--- config.mk ---
export PLATFORM = sky130hd
export DESIGN_NAME = bcd_serial_addsub_flat
export DESIGN_NICKNAME = d
export VERILOG_FILES = /design/src/rtl/bcd_serial_addsub_if.sv /design/src/rtl/bcd_serial_addsub.sv /design/src/flat_wrapper.sv
export SDC_FILE = /design/constraint.sdc
export NUM_CORES = 1
export LEC_CHECK = 0
export ABC_AREA = 1
export CAP_MARGIN = 20
export CORE_MARGIN = 2
export CORE_UTILIZATION = 45
export CTS_BUF_LIST = sky130_fd_sc_hd__clkbuf_8
export DETAILED_ROUTE_END_ITERATION = 8
export PLACE_DENSITY = 0.71
export SKIP_CTS_REPAIR_TIMING = 1
export SLEW_MARGIN = 20
export SYNTH_ARGS = -nofsm -noshare
export SYNTH_HDL_FRONTEND = slang
export SYNTH_SLANG_ARGS = --single-unit
--- constraint.sdc ---
create_clock -name clk -period 7.2 [get_ports clk]
set_clock_uncertainty 0.05 [all_clocks]
set_input_delay 2.16 -clock clk [delete_from_list [all_inputs] [get_ports clk]]
set_output_delay 2.16 -clock clk [all_outputs]
set_load 0.01 [all_outputs]
--- src/rtl/bcd_serial_addsub_if.sv ---
// Handshake and operand/result bundle for the digit-serial BCD add/subtract unit.
interface bcd_serial_addsub_if #(
  parameter int unsigned DIGITS = 4
);
  localparam int unsigned W = 4 * DIGITS;

  logic         start;
  logic         sub;
  logic [W-1:0] a;
  logic [W-1:0] b;
  logic         busy;
  logic         done;
  logic [W-1:0] result;
  logic         c_out;
  logic         invalid;

  modport master (
    output start, sub, a, b,
    input  busy, done, result, c_out, invalid
  );

  modport slave (
    input  start, sub, a, b,
    output busy, done, result, c_out, invalid
  );
endinterface

--- src/rtl/bcd_serial_addsub.sv ---
// Digit-serial packed-BCD adder/subtractor, LSD first, one digit per clock.
// Subtraction is A + 9's-complement(B) + 1; c_out reports borrow when subtracting.
module bcd_serial_addsub #(
  parameter int unsigned DIGITS = 4,
  parameter int unsigned CNT_W  = (DIGITS > 1) ? $clog2(DIGITS) : 1
) (
  input  logic              clk,
  input  logic              rst_n,
  bcd_serial_addsub_if.slave bus
);
  localparam int unsigned W = 4 * DIGITS;

  typedef enum logic [1:0] {IDLE, RUN, DONE} state_e;

  state_e             state_q, state_d;
  logic [CNT_W-1:0]   cnt_q, cnt_d;
  logic [W-1:0]       a_q, a_d;
  logic [W-1:0]       b_q, b_d;
  logic               sub_q, sub_d;
  logic               carry_q, carry_d;
  logic [W-1:0]       result_q, result_d;
  logic               c_out_q, c_out_d;
  logic               invalid_q, invalid_d;
  logic               busy_q, busy_d;
  logic               done_q, done_d;

  logic [3:0]         a_dig, b_dig, bd, dig;
  logic [4:0]         s, s6;
  logic               carry_nx;

  // State and datapath registers
  always_ff @(posedge clk or negedge rst_n) begin
    if (!rst_n) begin
      state_q   <= IDLE;
      cnt_q     <= '0;
      a_q       <= '0;
      b_q       <= '0;
      sub_q     <= 1'b0;
      carry_q   <= 1'b0;
      result_q  <= '0;
      c_out_q   <= 1'b0;
      invalid_q <= 1'b0;
      busy_q    <= 1'b0;
      done_q    <= 1'b0;
    end else begin
      state_q   <= state_d;
      cnt_q     <= cnt_d;
      a_q       <= a_d;
      b_q       <= b_d;
      sub_q     <= sub_d;
      carry_q   <= carry_d;
      result_q  <= result_d;
      c_out_q   <= c_out_d;
      invalid_q <= invalid_d;
      busy_q    <= busy_d;
      done_q    <= done_d;
    end
  end

  // Digit arithmetic, next-state and output logic
  always_comb begin
    state_d   = state_q;
    cnt_d     = cnt_q;
    a_d       = a_q;
    b_d       = b_q;
    sub_d     = sub_q;
    carry_d   = carry_q;
    result_d  = result_q;
    c_out_d   = c_out_q;
    invalid_d = invalid_q;
    busy_d    = busy_q;
    done_d    = 1'b0;

    a_dig = '0;
    b_dig = '0;
    for (int i = 0; i < DIGITS; i++) begin
      if (cnt_q == CNT_W'(i)) begin
        a_dig = a_q[4*i +: 4];
        b_dig = b_q[4*i +: 4];
      end
    end

    // Non-BCD digits wrap mod 16 in the 9's complement; no saturation.
    bd       = sub_q ? 4'(4'd9 - b_dig) : b_dig;
    s        = 5'(a_dig) + 5'(bd) + 5'(carry_q);
    s6       = s + 5'd6;
    carry_nx = (s > 5'd9);
    dig      = carry_nx ? s6[3:0] : s[3:0];

    unique case (state_q)
      IDLE, DONE: begin
        if (state_q == DONE) state_d = IDLE;
        if (bus.start) begin
          state_d   = RUN;
          a_d       = bus.a;
          b_d       = bus.b;
          sub_d     = bus.sub;
          carry_d   = bus.sub;
          cnt_d     = '0;
          result_d  = '0;
          invalid_d = 1'b0;
          busy_d    = 1'b1;
        end
      end
      RUN: begin
        for (int i = 0; i < DIGITS; i++) begin
          if (cnt_q == CNT_W'(i)) result_d[4*i +: 4] = dig;
        end
        if ((a_dig > 4'd9) || (b_dig > 4'd9)) invalid_d = 1'b1;
        carry_d = carry_nx;
        cnt_d   = cnt_q + CNT_W'(1);
        if (cnt_q == CNT_W'(DIGITS - 1)) begin
          state_d = DONE;
          busy_d  = 1'b0;
          done_d  = 1'b1;
          c_out_d = sub_q ? ~carry_nx : carry_nx;
        end
      end
      default: state_d = IDLE;
    endcase
  end

  assign bus.busy    = busy_q;
  assign bus.done    = done_q;
  assign bus.result  = result_q;
  assign bus.c_out   = c_out_q;
  assign bus.invalid = invalid_q;
endmodule
--- src/flat_wrapper.sv ---
// flat-port wrapper written by rule: the top's interface ports become plain ports
module bcd_serial_addsub_flat 
#(
  parameter int unsigned DIGITS = 4,
  parameter int unsigned CNT_W  = (DIGITS > 1) ? $clog2(DIGITS) : 1
)
  (clk, rst_n, bus_start, bus_sub, bus_a, bus_b, bus_busy, bus_done, bus_result, bus_c_out, bus_invalid);
  bcd_serial_addsub_if #(.DIGITS(DIGITS)) bus_i ();
  input  logic clk;
  input  logic rst_n;
  input wire logic [$bits(bus_i.start)-1:0] bus_start;
  input wire logic [$bits(bus_i.sub)-1:0] bus_sub;
  input wire logic [$bits(bus_i.a)-1:0] bus_a;
  input wire logic [$bits(bus_i.b)-1:0] bus_b;
  output wire logic [$bits(bus_i.busy)-1:0] bus_busy;
  output wire logic [$bits(bus_i.done)-1:0] bus_done;
  output wire logic [$bits(bus_i.result)-1:0] bus_result;
  output wire logic [$bits(bus_i.c_out)-1:0] bus_c_out;
  output wire logic [$bits(bus_i.invalid)-1:0] bus_invalid;
  assign bus_i.start = bus_start;
  assign bus_i.sub = bus_sub;
  assign bus_i.a = bus_a;
  assign bus_i.b = bus_b;
  assign bus_busy = bus_i.busy;
  assign bus_done = bus_i.done;
  assign bus_result = bus_i.result;
  assign bus_c_out = bus_i.c_out;
  assign bus_invalid = bus_i.invalid;
  bcd_serial_addsub #(.DIGITS(DIGITS), .CNT_W(CNT_W)) u_core (.clk(clk), .rst_n(rst_n), .bus(bus_i));
endmodule
==> metrics.txt, run 1 <==
# TYPE chip_impl_metric gauge
chip_impl_metric{name="die-height",unit="um"} 84.3
chip_impl_metric{name="hpwl",unit="um"} 4600
chip_impl_metric{name="detail_route.drc_violations",unit=""} 0
chip_impl_metric{name="mappedNetlistNets",unit=""} 411
chip_impl_info{name="grt_setup_unrepaired",value="false"} 1
chip_impl_metric{name="post-place-ws",unit="ns"} 2.68
chip_impl_metric{name="clock_insertion_delay_worst_skew",unit="ns"} 0.34
chip_impl_metric{name="layout.filler_cells",unit=""} 593
chip_impl_metric{name="multiInputGateArea",unit="mm2"} 0.00127
chip_impl_metric{name="finalSetupTns",unit="ns"} 0
chip_impl_metric{name="rows",unit=""} 29
chip_impl_metric{name="drive_gt1_share",unit="%"} 9.18
chip_impl_metric{name="final_util",unit="%"} 58.9
chip_impl_info{name="critical_path.reg2reg.endpoint",value="u_core.bus.result[15]"} 1
chip_impl_metric{name="synthesis.instances",unit=""} 364
chip_impl_metric{name="via_count",unit=""} 2513
chip_impl_metric{name="timing_hold_violations_final",unit=""} 0
chip_impl_metric{name="io-pin-count",unit=""} 56
chip_impl_metric{name="crit_required",unit="ns"} 7.37
chip_impl_metric{name="cts.sink_count",unit=""} 58
chip_impl_metric{name="htree_num_levels",unit=""} 3
chip_impl_metric{name="timing_worst_slew_pin_value",unit="ns"} 0.720
chip_impl_info{name="hold_path.startpoint",value="u_core.bus.result[11]"} 1
chip_impl_metric{name="drv_cap",unit=""} 0
chip_impl_metric{name="detailed_place.area",unit="mm2"} 0.00349
chip_impl_metric{name="worstHoldPathCells",unit=""} 2
chip_impl_metric{name="final_min_period_over_clock_period",unit="%"} 57.7
chip_impl_metric{name="yosys_warnings",unit=""} 0
chip_impl_info{name="whs_endpoint",value="u_core.bus.result[11]"} 1
chip_impl_metric{name="initial_core_util",unit="%"} 46.2
chip_impl_info{name="cts_tree",value="yes"} 1
chip_impl_metric{name="placeableCoreArea",unit="mm2"} 0.00628
chip_impl_info{name="crit_slowest_cell",value="sky130_fd_sc_hd__a21oi_1"} 1
chip_impl_metric{name="via_per_inst",unit=""} 5.01
chip_impl_metric{name="worst_slew_margin_rel",unit="%"} 52.0
chip_impl_info{name="library_cell_used_as_clock_root_buffer",value="sky130_fd_sc_hd__clkbuf_8"} 1
chip_impl_info{name="worstPathCellList",value="clkdlybuf4s50_1 > nand2_2 > inv_2 > a21oi_1 > inv_2 > nand4_1 > nand2_1"} 1
chip_impl_metric{name="cp_slowest_stage_delay",unit="ns"} 0.52
chip_impl_metric{name="report.final.slew_viol_count",unit=""} 0
chip_impl_metric{name="routedWlPerCell",unit="um"} 12.8
chip_impl_metric{name="yosysTopAreaCellShare",unit="%"} 50.1
chip_impl_metric{name="gr-usage-all-layers",unit="%"} 19.6
chip_impl_metric{name="worstRegToRegCells",unit=""} 19
chip_impl_metric{name="syn_avg_cell_area",unit="um2"} 7.96
chip_impl_metric{name="setup_viol_count_final",unit=""} 0
chip_impl_metric{name="globalRouteOverflowTotal",unit=""} 0
chip_impl_info{name="run_status",value="finished, final reports clean"} 1
chip_impl_metric{name="area_taken_by_flip_flops_and_latches",unit="mm2"} 0.00145
chip_impl_info{name="worstHoldPathType",value="reg -> reg"} 1
chip_impl_metric{name="clk_pin_slew",unit="ns"} 0.06
chip_impl_metric{name="grt_start_max_net_pins",unit=""} 59
chip_impl_info{name="netlist.top_cell.by_area",value="sky130_fd_sc_hd__dfrtp_1"} 1
chip_impl_metric{name="synth.yosys.seq_area_share",unit="%"} 50.1
chip_impl_metric{name="mappedNetlistArea",unit="mm2"} 0.00290
chip_impl_metric{name="drt_pass1_iterations",unit=""} 5
chip_impl_metric{name="met1_track_usage_gr",unit="%"} 25.5
chip_impl_info{name="grt_busiest_layer",value="met2"} 1
chip_impl_metric{name="achievable-frequency",unit="MHz"} 241
chip_impl_info{name="worst_r2r_startpoint",value="u_core.cnt_q[1]"} 1
chip_impl_info{name="yosys-top-cells-area",value="sky130_fd_sc_hd__dfrtp_1 50%, sky130_fd_sc_hd__nand2_1 23%, sky130_fd_sc_hd__ha_1 3.9%, sky130_fd_sc_hd__inv_1 3.0%, sky130_fd_sc_hd__a21oi_1 2.1%"} 1
chip_impl_metric{name="fin_ws",unit="ns"} 3.05
chip_impl_metric{name="ant_nets",unit=""} 0
chip_impl_metric{name="cts-buffers-inserted",unit=""} 9
chip_impl_metric{name="number_of_unique_standard_cell_types_used_by_synthesis",unit=""} 29
chip_impl_metric{name="number_of_synthesized_register_bits",unit=""} 58
chip_impl_metric{name="max-clock-path-buffers",unit=""} 2
chip_impl_metric{name="grt_pass1_vias",unit=""} 2477
chip_impl_metric{name="antenna-diode-count",unit=""} 0
chip_impl_metric{name="grt_first_pass_wirelength",unit="um"} 11100
chip_impl_metric{name="postLayoutCellArea",unit="mm2"} 0.00370
chip_impl_info{name="critPathKind",value="in -> reg"} 1
chip_impl_metric{name="layout_min_cycle_time",unit="ns"} 4.15
chip_impl_info{name="cp-end-kind",value="flop"} 1
chip_impl_metric{name="met2_usage",unit="%"} 31.6
chip_impl_metric{name="initialDrtViolationCount",unit=""} 136
chip_impl_metric{name="port_buffers",unit=""} 55
chip_impl_metric{name="path_max_fanout",unit=""} 38
chip_impl_metric{name="fin_nets",unit=""} 467
chip_impl_metric{name="gp_routability_congestion",unit=""} 0.894
chip_impl_metric{name="routed_wirelength",unit="um"} 6410
chip_impl_info{name="critical_path.startpoint_type",value="input pin"} 1
chip_impl_metric{name="grt_antenna_before_repair",unit=""} 0
chip_impl_metric{name="area_growth",unit="%"} 27.5
chip_impl_metric{name="worst-r2r-setup-slack",unit="ns"} 3.32
chip_impl_metric{name="die-width",unit="um"} 84.3
chip_impl_info{name="crit_path_frequent_cell",value="sky130_fd_sc_hd__inv_2"} 1
chip_impl_metric{name="worst_ep_arrival_time",unit="ns"} 4.33
chip_impl_metric{name="gr-usage-met3",unit="%"} 4.52
chip_impl_metric{name="die_area",unit="mm2"} 0.00710
==> flip-flops by register name (all words and copies together) (netlist names) <==
name and flops:
u_core.a_q 16, u_core.b_q 16, u_core.bus.result 16, u_core.cnt_q 2
u_core.state_q 2, u_core.bus.busy 1, u_core.bus.c_out 1, u_core.bus.done 1
u_core.bus.invalid 1, u_core.carry_q 1, u_core.sub_q 1
==> metrics by stage <==
| step | cells | hold WS, ns |
|---|---|---|
| 2_1_floorplan | 364 | 0.391 |
| 3_3_place_gp | 486 | 0.412 |
| 3_5_place_dp | 486 | 0.416 |
| 4_1_cts | 502 | 0.434 |
| 5_1_grt | 502 | 0.456 |
| 6_report | 502 | 0.429 |
==> layer usage <==
metal  routed length (um)  share of wire (%)
met3                  278                4.3
met5                    0                  0
met2                 3030                 47
met1                 2950                 46
met4                  148                2.3
==> cells in the mapped netlist, drive strengths merged <==
cell / n
nand2: 182
dfrtp: 58
inv: 31
o21ai: 18
a21oi: 15
nand3: 13
ha: 9
buf: 8
nand4: 8
nor2: 8
a21boi: 3
clkbuf: 3
fa: 2
o211ai: 2
xor2: 2
a22oi: 1
or2: 1
==> cells in the final DEF, fill, tap and decap left out <==
cell type and count:
sky130_fd_sc_hd__a21boi_0 1, sky130_fd_sc_hd__nand3_2 1, sky130_fd_sc_hd__nand2_4 1, sky130_fd_sc_hd__fa_1 2, sky130_fd_sc_hd__clkdlybuf4s50_1 54, sky130_fd_sc_hd__nand2_2 4
sky130_fd_sc_hd__nand2_1 177, sky130_fd_sc_hd__a21oi_2 3, sky130_fd_sc_hd__or2_2 1, sky130_fd_sc_hd__clkinvlp_4 1, sky130_fd_sc_hd__clkinv_2 3, sky130_fd_sc_hd__ha_1 9
sky130_fd_sc_hd__inv_2 8, sky130_fd_sc_hd__xor2_1 2, sky130_fd_sc_hd__buf_4 1, sky130_fd_sc_hd__a21oi_1 12, sky130_fd_sc_hd__nor2_8 1, sky130_fd_sc_hd__a22oi_1 1
sky130_fd_sc_hd__clkbuf_8 11, sky130_fd_sc_hd__a21boi_1 2, sky130_fd_sc_hd__nor2_1 5, sky130_fd_sc_hd__o211ai_1 2, sky130_fd_sc_hd__buf_2 1, sky130_fd_sc_hd__o21ai_0 11
sky130_fd_sc_hd__o21ai_1 7, sky130_fd_sc_hd__nor2_2 1, sky130_fd_sc_hd__nand4_1 8, sky130_fd_sc_hd__nor2_4 1, sky130_fd_sc_hd__dfrtp_1 58, sky130_fd_sc_hd__inv_1 23
sky130_fd_sc_hd__nand3_1 12, sky130_fd_sc_hd__bufinv_16 1
==> worst max-delay path by stage <==
stage | from | to
after floorplan | u_core.cnt_q[1] | u_core.bus.result[11]
after global placement | bus_start | u_core.bus.result[6]
after detailed placement | bus_start | u_core.bus.result[5]
after CTS | bus_start | u_core.bus.result[5]
after global routing | bus_start | u_core.bus.result[6]
final | bus_start | u_core.bus.result[6]
==> area by class of cell <==
cell class / count / share of cell area [%]
clock buffers: 11 / 4.10
clock inverters: 5 / 1.42
inverters: 31 / 3.15
multi-input cells: 264 / 34.5
flip-flops and latches: 58 / 39.3
well taps: 77 / 2.61
repair buffers: 56 / 15.0
==> kinds of logic after synthesis <==
family	after synthesis	synth area share, %
DFF	58	50.1
buffers and inverters	42	5.96
adders and majority gates	11	5.27
AOI/OAI and AO/OA	39	7.64
xor gates and xnor gates	2	0.604
and+or+nand+nor	212	30.5
==> critical path: cells and delay by family <==
| family | cells | cell delay, ns |
|---|---|---|
| buffers and inverters | 3 | 0.96 |
| and+or+nand+nor | 3 | 0.66 |
| AOI/OAI and AO/OA | 1 | 0.52 |
Power of run 1 is not shown: default switching activity piles up to over one toggle a cycle in this logic, so the estimate is an artifact.
==> run 2: changes to the inputs <==
Settings changed: PLACE_DENSITY 0.71 to 0.74.
Clock period 7.2 ns to 3.8 ns, I/O delays scaled along.
==> run 2 against run 1 <==
Against the previous run: first-iteration DRC count down 7.4%; final area up 2.1%; wire length rose by 3.9%; non-clock buffer count rose by 5; cell count increased by 1.0%; register-to-register slack lost 3.0 ns; critical path depth up 14; critical endpoint is now u_core.bus.result[3]; global-route usage is 0.47 points higher; sequential cell count unchanged; die area stayed put; highest routed layer unchanged; via count down 1.1%.
==> metrics.txt, run 2 (synthesized netlist as in run 1, its figures left out) <==
# TYPE chip_impl_metric gauge
chip_impl_info{name="run_status",value="finished, final reports clean"} 1
chip_impl_metric{name="gp_routability_congestion",unit=""} 0.898
chip_impl_metric{name="met2_usage",unit="%"} 32.0
chip_impl_metric{name="hpwl",unit="um"} 4700
chip_impl_info{name="most_common_cell_after_layout_fill_and_taps_aside",value="sky130_fd_sc_hd__nand2_1"} 1
chip_impl_metric{name="path_max_fanout",unit=""} 7
chip_impl_metric{name="grt_start_max_net_pins",unit=""} 50
chip_impl_info{name="cp-end-kind",value="flop"} 1
chip_impl_metric{name="grt_first_pass_wirelength",unit="um"} 11200
chip_impl_metric{name="setup_viol_count_final",unit=""} 0
chip_impl_metric{name="report.final.slew_viol_count",unit=""} 0
chip_impl_metric{name="routed_wirelength",unit="um"} 6650
chip_impl_metric{name="cts-buffers-inserted",unit=""} 9
chip_impl_metric{name="drv_cap",unit=""} 0
chip_impl_metric{name="worst_ep_arrival_time",unit="ns"} 3.70
chip_impl_metric{name="max-clock-path-buffers",unit=""} 2
chip_impl_metric{name="worstRegToRegCells",unit=""} 21
chip_impl_info{name="worst_setup_path_endpoint",value="u_core.bus.result[3]"} 1
chip_impl_info{name="final_cell_mix",value="176 x sky130_fd_sc_hd__nand2_1, 58 x sky130_fd_sc_hd__dfrtp_1, 54 x sky130_fd_sc_hd__clkdlybuf4s50_1"} 1
chip_impl_metric{name="via_count",unit=""} 2485
chip_impl_metric{name="crit_required",unit="ns"} 3.98
chip_impl_metric{name="clock_insertion_delay_worst_skew",unit="ns"} 0.34
chip_impl_metric{name="post-place-ws",unit="ns"} 0.123
chip_impl_metric{name="initialDrtViolationCount",unit=""} 126
chip_impl_info{name="critPathKind",value="reg -> reg"} 1
chip_impl_metric{name="area_growth",unit="%"} 30.1
chip_impl_metric{name="routedWlPerCell",unit="um"} 13.1
chip_impl_metric{name="worst_slew_margin_rel",unit="%"} 58.7
chip_impl_metric{name="gr-usage-met3",unit="%"} 5.41
chip_impl_metric{name="clk_pin_slew",unit="ns"} 0.07
chip_impl_info{name="cts_tree",value="yes"} 1
chip_impl_metric{name="postLayoutCellArea",unit="mm2"} 0.00377
chip_impl_metric{name="placeableCoreArea",unit="mm2"} 0.00628
chip_impl_metric{name="timing_hold_violations_final",unit=""} 0
chip_impl_metric{name="drive_gt1_share",unit="%"} 12.3
chip_impl_info{name="critical_path.startpoint_type",value="flop"} 1
chip_impl_info{name="crit_start",value="u_core.cnt_q[0]"} 1
chip_impl_metric{name="ant_nets",unit=""} 0
chip_impl_metric{name="met1_track_usage_gr",unit="%"} 25.1
chip_impl_metric{name="cts.sink_count",unit=""} 58
chip_impl_metric{name="port_buffers",unit=""} 55
chip_impl_metric{name="antenna-diode-count",unit=""} 0
chip_impl_metric{name="initial_core_util",unit="%"} 46.2
chip_impl_metric{name="grt_antenna_before_repair",unit=""} 0
chip_impl_metric{name="layout_min_cycle_time",unit="ns"} 3.52
chip_impl_metric{name="grt_pass1_vias",unit=""} 2524
chip_impl_metric{name="drt_pass1_iterations",unit=""} 4
chip_impl_metric{name="die_area",unit="mm2"} 0.00710
chip_impl_info{name="critical_path.reg2reg.endpoint",value="u_core.bus.result[3]"} 1
chip_impl_metric{name="timing_worst_slew_pin_value",unit="ns"} 0.620
chip_impl_metric{name="gr-usage-all-layers",unit="%"} 20.0
chip_impl_info{name="worstHoldPathType",value="reg -> reg"} 1
chip_impl_metric{name="io-pin-count",unit=""} 56
chip_impl_metric{name="fin_ws",unit="ns"} 0.284
chip_impl_metric{name="worst-r2r-setup-slack",unit="ns"} 0.28
chip_impl_metric{name="rows",unit=""} 29
chip_impl_metric{name="die-width",unit="um"} 84.3
chip_impl_metric{name="via_per_inst",unit=""} 4.90
chip_impl_info{name="grt_busiest_layer",value="met2"} 1
chip_impl_metric{name="detailed_place.area",unit="mm2"} 0.00352
chip_impl_metric{name="detail_route.drc_violations",unit=""} 0
chip_impl_info{name="library_cell_used_as_clock_root_buffer",value="sky130_fd_sc_hd__clkbuf_8"} 1
chip_impl_metric{name="htree_num_levels",unit=""} 3
chip_impl_metric{name="achievable-frequency",unit="MHz"} 284
chip_impl_metric{name="die-height",unit="um"} 84.3
chip_impl_metric{name="final_min_period_over_clock_period",unit="%"} 92.5
chip_impl_metric{name="layout.filler_cells",unit=""} 603
chip_impl_metric{name="globalRouteOverflowTotal",unit=""} 0
chip_impl_info{name="worst_r2r_startpoint",value="u_core.cnt_q[0]"} 1
chip_impl_metric{name="fin_nets",unit=""} 472
-- run 2: changes by cell type in the layout (fill, tap and decap cells not counted), sizes merged --
| cell | change |
|---|---|
| buf | +5 |
| bufinv | -1 |
| clkbuf | +3 |
| clkinv | -2 |
| clkinvlp | -1 |
| inv | +1 |
-- run 2: worst min-delay path by stage --
stage | endpoint | slack, ns | depth (start not counted) | start
floorplan | u_core.b_q[14] | 0.39 | 2 | u_core.b_q[14]
CTS | u_core.bus.busy | 0.43 | 2 | u_core.bus.busy
global route | u_core.a_q[14] | 0.45 | 2 | u_core.a_q[14]
detailed placement | u_core.bus.busy | 0.41 | 2 | u_core.bus.busy
global placement | u_core.b_q[14] | 0.41 | 2 | u_core.b_q[14]
finish | u_core.bus.busy | 0.43 | 2 | u_core.bus.busy
-- run 2: layer usage --
| metal | wire [um] | vias up | share of wire [%] |
|---|---|---|---|
| met5 | 0 | - | 0 |
| met4 | 142 | 0 | 2.1 |
| met3 | 296 | 13 | 4.4 |
| met2 | 3150 | 64 | 47 |
| met1 | 3070 | 1147 | 46 |
| li1 | - | 1261 | - |
-- run 2: per-stage QoR --
stage / util [%] / instances / setup TNS, ns / hold WS [ns]
after detailed placement: 56.1 / 490 / 0 / 0.414
after CTS: 59.3 / 506 / 0 / 0.430
after global placement: 56.1 / 490 / 0 / 0.411
after floorplan: - / 364 / 0 / 0.391
final: 60.1 / 507 / 0 / 0.433
after global routing: 60.1 / 507 / -0.00440 / 0.453
-- run 2: cell type report --
cell class | count | area, um2 | share of cell area (%)
clock buffers | 14 | 193 | 5.11
clock inverters | 2 | 8.76 | 0.232
inverters | 31 | 116 | 3.08
multi-input cells | 264 | 1310 | 34.8
flip-flops and latches | 58 | 1450 | 38.5
well taps | 77 | 96.3 | 2.55
repair buffers | 61 | 593 | 15.7
-- run 2: worst max-delay path, stage by stage, from the launching register on --
cell and delay, ns:
sky130_fd_sc_hd__dfrtp_1 0.45, sky130_fd_sc_hd__inv_2 0.11, sky130_fd_sc_hd__ha_1 0.15, sky130_fd_sc_hd__inv_1 0.10, sky130_fd_sc_hd__nor2_8 0.17, sky130_fd_sc_hd__nand2_1 0.07, sky130_fd_sc_hd__nand2_1 0.07, sky130_fd_sc_hd__o21ai_0 0.08
sky130_fd_sc_hd__a21oi_1 0.19, sky130_fd_sc_hd__xor2_1 0.10, sky130_fd_sc_hd__fa_2 0.37, sky130_fd_sc_hd__fa_2 0.40, sky130_fd_sc_hd__nand2_1 0.09, sky130_fd_sc_hd__nand2_2 0.09, sky130_fd_sc_hd__ha_2 0.20, sky130_fd_sc_hd__nand2_1 0.05
sky130_fd_sc_hd__a21boi_2 0.16, sky130_fd_sc_hd__nand2_2 0.12, sky130_fd_sc_hd__nand2_4 0.11, sky130_fd_sc_hd__nand3_2 0.12, sky130_fd_sc_hd__nand3_1 0.09, sky130_fd_sc_hd__nand2_1 0.06
Power of run 2 is left out for the same reason.
